<file path="config.mk">
export PLATFORM = sky130hd
export DESIGN_NAME = temp_alarm_ctrl
export DESIGN_NICKNAME = d
export VERILOG_FILES = /design/src/rtl/temp_alarm_ctrl.sv
export SDC_FILE = /design/constraint.sdc
export NUM_CORES = 1
export LEC_CHECK = 0
export CORE_ASPECT_RATIO = 1.2
export CORE_MARGIN = 8
export CORE_UTILIZATION = 62
export CTS_CLUSTER_SIZE = 14
export DETAILED_ROUTE_END_ITERATION = 10
export GPL_TIMING_DRIVEN = 0
export PLACE_DENSITY = 0.88
export REMOVE_ABC_BUFFERS = 1
export SYNTH_ARGS = -nofsm -noshare
export SYNTH_HDL_FRONTEND = slang
export SYNTH_SLANG_ARGS = --single-unit
</file>
<file path="constraint.sdc">
create_clock -name clk -period 5.25 [get_ports clk]
set_clock_uncertainty 0.2 [all_clocks]
set_input_delay 0.7875 -clock clk [delete_from_list [all_inputs] [get_ports clk]]
set_output_delay 0.7875 -clock clk [all_outputs]
set_load 0.02 [all_outputs]
</file>
<file path="src/rtl/temp_alarm_ctrl.sv">
// temp_alarm_ctrl: over-temperature alarm sequencer with hysteresis,
// N-sample confirmation, event pulses and a blinking alarm LED.
module temp_alarm_ctrl #(
  parameter int unsigned TEMP_W = 16,
  parameter logic [TEMP_W-1:0] HI_DEFAULT = TEMP_W'(16'h0EA6),
  parameter logic [TEMP_W-1:0] LO_DEFAULT = TEMP_W'(16'h0E80),
  parameter int unsigned CONFIRM_N = 4,
  parameter int unsigned BLINK_DIV = 25000000
) (
  input  logic              clk,
  input  logic              rst,
  input  logic [TEMP_W-1:0] temp_in,
  input  logic              temp_valid,
  input  logic              cfg_we,
  input  logic              cfg_sel,
  input  logic [TEMP_W-1:0] cfg_data,
  output logic              cfg_ack,
  output logic              cfg_err,
  output logic              alarm,
  output logic              alarm_set,
  output logic              alarm_clr,
  output logic              led
);

  localparam int unsigned BW =
    (BLINK_DIV > 1) ? $clog2(BLINK_DIV) : 1;
  localparam logic [BW-1:0] BLINK_LAST = BW'(BLINK_DIV - 1);
  localparam logic [7:0] CONF = 8'(CONFIRM_N);

  typedef enum logic [1:0] {
    NORMAL,
    RISE_CHK,
    ALARM,
    FALL_CHK
  } state_t;

  state_t            state;
  state_t            state_n;
  logic [7:0]        count;
  logic [7:0]        count_n;
  logic [7:0]        count_inc;
  logic [TEMP_W-1:0] hi_thr;
  logic [TEMP_W-1:0] lo_thr;
  logic [BW-1:0]     blink_cnt;
  logic              above;
  logic              below;
  logic              wr_ok;
  logic              alarm_n;
  logic              set_ev;
  logic              clr_ev;

  assign above = temp_valid && (temp_in > hi_thr);
  assign below = temp_valid && (temp_in < lo_thr);
  assign count_inc = count + 8'd1;

  // candidate pair is (new hi, old lo) or (old hi, new lo)
  assign wr_ok = cfg_sel ? (cfg_data <= hi_thr)
                         : (lo_thr <= cfg_data);

  // next-state and confirm-count logic
  always_comb begin
    state_n = state;
    count_n = count;
    unique case (state)
      NORMAL: begin
        if (above) begin
          if (CONF == 8'd1) begin
            state_n = ALARM;
            count_n = 8'd0;
          end else begin
            state_n = RISE_CHK;
            count_n = 8'd1;
          end
        end
      end
      RISE_CHK: begin
        if (temp_valid) begin
          if (!above) begin
            state_n = NORMAL;
            count_n = 8'd0;
          end else if (count_inc == CONF) begin
            state_n = ALARM;
            count_n = 8'd0;
          end else begin
            count_n = count_inc;
          end
        end
      end
      ALARM: begin
        if (below) begin
          if (CONF == 8'd1) begin
            state_n = NORMAL;
            count_n = 8'd0;
          end else begin
            state_n = FALL_CHK;
            count_n = 8'd1;
          end
        end
      end
      FALL_CHK: begin
        if (temp_valid) begin
          if (!below) begin
            state_n = ALARM;
            count_n = 8'd0;
          end else if (count_inc == CONF) begin
            state_n = NORMAL;
            count_n = 8'd0;
          end else begin
            count_n = count_inc;
          end
        end
      end
      default: begin
        state_n = NORMAL;
        count_n = 8'd0;
      end
    endcase
  end

  assign alarm_n = (state_n == ALARM) || (state_n == FALL_CHK);
  assign set_ev  = !alarm && (state_n == ALARM);
  assign clr_ev  = (state == FALL_CHK) && (state_n == NORMAL);

  // state register and registered alarm level/pulses
  always_ff @(posedge clk) begin
    if (rst) begin
      state     <= NORMAL;
      count     <= 8'd0;
      alarm     <= 1'b0;
      alarm_set <= 1'b0;
      alarm_clr <= 1'b0;
    end else begin
      state     <= state_n;
      count     <= count_n;
      alarm     <= alarm_n;
      alarm_set <= set_ev;
      alarm_clr <= clr_ev;
    end
  end

  // LED blink: restarts on alarm entry, free-runs while alarm holds
  always_ff @(posedge clk) begin
    if (rst) begin
      led       <= 1'b0;
      blink_cnt <= '0;
    end else if (set_ev) begin
      led       <= 1'b1;
      blink_cnt <= '0;
    end else if (!alarm_n) begin
      led       <= 1'b0;
      blink_cnt <= '0;
    end else if (blink_cnt == BLINK_LAST) begin
      led       <= ~led;
      blink_cnt <= '0;
    end else begin
      blink_cnt <= blink_cnt + BW'(1);
    end
  end

  // threshold registers with ordered-pair write check
  always_ff @(posedge clk) begin
    if (rst) begin
      hi_thr  <= HI_DEFAULT;
      lo_thr  <= LO_DEFAULT;
      cfg_ack <= 1'b0;
      cfg_err <= 1'b0;
    end else begin
      cfg_ack <= cfg_we && wr_ok;
      cfg_err <= cfg_we && !wr_ok;
      if (cfg_we && wr_ok) begin
        if (cfg_sel) lo_thr <= cfg_data;
        else         hi_thr <= cfg_data;
      end
    end
  end

endmodule

</file>
After elaboration in Yosys (flattened, before gate mapping) --
Index checks and enable logic that the tools add are counted.
Storage, ports and cells: word-level logic and storage cells 68, register bits 73, output and inout port bits 6, input port bits 37
Cells by class: add/subtract/negate cells 2, reductions and logical operators 15, bitwise logic cells 3, muxes and demuxes 21, $lt $le $gt $ge 4, eq/ne operators 12
Operators by type and width (number):
- $mux W8 | 7
- $le A16 B16 Y1 | 2
- $pmux W8 S4 | 1
- $add A25 B1 Y25 const B | 1
- $eq A25 B25 Y1 const B | 1
- $gt A16 B16 Y1 | 1
- $lt A16 B16 Y1 | 1
- $mux W2 | 8
- $add A8 B1 Y8 const B | 1
- $eq A2 B2 Y1 const B | 4
- $eq A8 B3 Y1 const B | 1
- $ne A2 B2 Y1 const B | 4
- $pmux W2 S4 | 1
- $logic_and A1 B1 Y1 | 6
- $logic_not A2 Y1 | 2
- $mux W1 | 4
- $reduce_and A2 Y1 | 2
- $reduce_and A4 Y1 | 1
- $reduce_or A4 Y1 | 1
- $ne A3 B1 Y1 const B | 1
- $not A1 Y1 | 3
- $eq A2 B1 Y1 const B | 1
- $logic_not A1 Y1 | 2
- $logic_or A1 B1 Y1 | 1

Depth between registers and ports, before layout --
word-level depth 10, gate-level depth with buffers 10, gate-level depth less buffers 9

Worst setup path after synthesis --
No wires, ideal clock.
kind in2reg, start point input port cfg_data[13], end point register hi_thr[10], arrival 2.909 ns, library setup time 0.072 ns, stages on the path 10, path slack 2.070 ns, required time 4.978 ns, buffers on the path 1, cell sequence inv_1 -> ha_1 -> a21o_1 -> a21o_1 -> a21oi_1 -> and3b_1 -> o211ai_1 -> a21oi_1 -> buf_2 -> mux2i_1
Between the ends: cells in the longest elaborated chain, start to end 4, elaborated cells between the ends (all ways) 5, classes of those cells order compare: 2; mux: 1; reduce/logical: 2
RTL lines:
- start: declaration | RTL line 16 | input logic [TEMP_W-1:0] cfg_data,
- $le A16 B16 Y1 (on tied branches) | RTL line 58, 57
- $mux W1 (*) | RTL line 57 | assign wr_ok = cfg_sel ? (cfg_data <= hi_thr)
- $logic_and A1 B1 Y1 (*) | RTL line 170 | if (cfg_we && wr_ok) begin
- $reduce_and A2 Y1 (no line) (*)
- end signal: assignment | RTL line 172 | else hi_thr <= cfg_data;
- end: declaration | RTL line 42 | logic [TEMP_W-1:0] hi_thr;
Mark *: on every way between the ends. The rest lies on a longest branch, timed or not. A chain may end at the register's enable or synchronous reset.

Worst setup path in the final report --
start point input port rst, end point register blink_cnt[13]
Between the ends: cells in the longest elaborated chain, start to end 1
RTL lines:
- start: declaration | RTL line 11 | input logic rst,
- $reduce_or A4 Y1 (no line)
- end signal: assignment | RTL line 156 | blink_cnt <= blink_cnt + BW'(1);
- end: declaration | RTL line 44 | logic [BW-1:0] blink_cnt;
Every way passes these cells.

==> impl_metrics.tcl <==
set metrics [dict create \
    status "completed" \
    syn_inst 543 \
    final.period_utilization_pct 76.9 \
    cap_violations 0 \
    clock_latency_ns 0.36 \
    syn_area_per_cell_um2 8.47 \
    yosys_warnings 0 \
    drtPass1Iterations 5 \
    final_nets 687 \
    cts_tree "yes" \
    power.density_mw_per_mm2 237 \
    num_antenna_cells 0 \
    cts_buffer_depth 2 \
    synth.area.top_cells "dfxtp_1, ha_1, mux2i_1, nor2_1, nand2_1" \
    rr_endpoint "count[2]" \
    grt_max_degree 39 \
    async_flop_share_pct 0 \
    yosys-top-cells-count "dfxtp_1, ha_1, nor2_1, nand2_1, inv_1" \
    num-fill-cells 539 \
    gp_congestion 0.907 \
    ant_nets 0 \
    r2r_cells 9 \
    synth.cell_area_mm2 0.00460 \
    vias 3972 \
    critical_path_required_ns 5.34 \
    setup_tns_ns 0 \
    synth-edff-count 0 \
    startpoint_type "input pin" \
    min_to "hi_thr[15]" \
    die_height_um 110 \
    path_class "in2reg" \
    tritoncts.num_buffers 9 \
    cts-root-buf "clkbuf_8" \
    grt_pass1_wl_um 17900 \
    synth_top_flop_cell "dfxtp_1" \
    first_global_vias 4077 \
    r2r-start "hi_thr[11]" \
    cp_max_fo 38 \
    synth_seq_cells 73 \
    hold_viol 0 \
    end_kind "flop" \
    leakage_nw 2.39 \
    drt-initial-drc-count 239 \
    syn2layout_area_growth_pct 15.2 \
    die-area_mm2 0.0104 \
    slew_violations 0 \
    cts_resized 0 \
    grt-ovfl-total 0 \
    cts.sinks 73 \
    synth_top_area_share_pct 31.8 \
    rows 34 \
    route.detailed.drc 0 \
    ir_drop_v 0.000236 \
    die-width_um 94.6 \
    htreeDepth 3 \
    dp.final_hpwl_um 8310 \
    max-slew-margin-rel_pct 20.9 \
    core_area_mm2 0.00723 \
    post-synth-top-count-cell "dfxtp_1" \
    clk_pin_slew_ns 0.08 \
    ys_types 50 \
    worstHoldStart "hi_thr[15]" \
    vias_per_cell 5.84 \
    cts_hold_buf 0 \
    grtUsageTotal_pct 21.8 \
    seq_area_mm2 0.00146 \
    portBuffers 42 \
    fmax_mhz 248 \
    hp-class "reg2reg" \
    power.total_mw 1.26 \
    rsz0062_at_grt "no" \
    drive_gt1_share_pct 5.08 \
    tightest_slew_ns 1.19 \
    multi_input_area_mm2 0.00286 \
    cp.arrival_ns 4.13 \
    initial_core_util_pct 63.6 \
    min_delay_path_depth 2 \
    r2r_slack_ns 2.09 \
    wl_per_cell_um 16.1 \
    ys_seq_area_share_pct 31.8 \
    setup_violations 0 \
    min_period_ns 4.04 \
    wl_um 11000 \
    synth_area_leader_cell "dfxtp_1" \
    pin_count 43 \
    post_cts_buffers 0 \
    antenna_found_initial 0 \
]
-- area by class of cell --
type / count / area share (%)
clock buffer: 9 / 2.34
timing repair buffer: 45 / 8.57
tap: 90 / 2.13
sequential: 73 / 27.6
inverter: 55 / 3.90
clock inverter: 7 / 1.44
multi-input combinational: 401 / 54.0
-- power breakdown --
part	internal (mW)	switching [mW]	total, mW
Clock	0.224	0.232	0.456
Combinational	0.102	0.117	0.219
Sequential	0.570	0.0128	0.582
Total	0.895	0.362	1.26
-- state kept, by name, summed over array words and instances (netlist names) --
register / flops
alarm_clr: 1
cfg_ack: 1
blink_cnt: 25
cfg_err: 1
alarm: 1
led: 1
state: 2
hi_thr: 16
alarm_set: 1
count: 8
lo_thr: 16
-- stage by stage --
step                hold slack, ns  area [µm²]  std cells  utilization, %  setup slack [ns]
global route                 0.277        5300        680            73.3              1.04
finish                       0.259        5300        680            73.3              1.21
CTS                          0.265        5300        680            73.3              1.26
detailed placement           0.248        5100        664            70.5             0.888
global placement             0.241        5060        661            70.0             0.380
floorplan                    0.226        4530        529               -              1.71
-- cell families after synthesis --
logic type	share of synthesized area [%]
adder cells (fa/ha/maj)	17.7
XOR/XNOR	4.76
AO/OA/AOI/OAI	11.1
flip-flops	31.8
buffers and inverters	6.01
AND/OR/NAND/NOR	21.7
multiplexers	6.97
-- how the worst max path moves through the flow --
stage | startpoint | to | cells past startpoint
CTS | rst | blink_cnt[13] | 6
global placement | cfg_data[13] | hi_thr[6] | 10
detailed placement | rst | blink_cnt[13] | 6
global route | rst | blink_cnt[13] | 6
finish | rst | blink_cnt[13] | 6
floorplan | cfg_data[13] | hi_thr[0] | 9
-- layout by cell type (no fill, tap or decap), types with 8 or more instances in the layout --
cell type         n
a21o_1           14
clkbuf_8          9
o21ai_0          13
nor3_1            8
nand2_1          61
xor2_1           11
mux2i_1          32
and3_1           10
a21oi_1          16
dfxtp_1          73
nor2_1           63
xnor2_1          14
clkdlybuf4s50_1  42
ha_1             65
nand4_1          18
nand3_1          13
inv_1            55
-- worst max-delay path, cell delays in order --
cell and delay, ns:
clkdlybuf4s50_1 0.95, inv_1 1.15, nand3_1 0.18, o32a_1 0.43, a211o_4 0.45, nor2_1 0.15
-- metal layers --
layer  vias up  GRT usage, %  share of wire, %
li1       1959             -                 -
met1      1846          21.8                39
met2       130          40.8                51
met3        37          3.73               5.6
met4         0          13.5               4.0
met5         -             0                 0
Power figures use the tool's default switching activity.
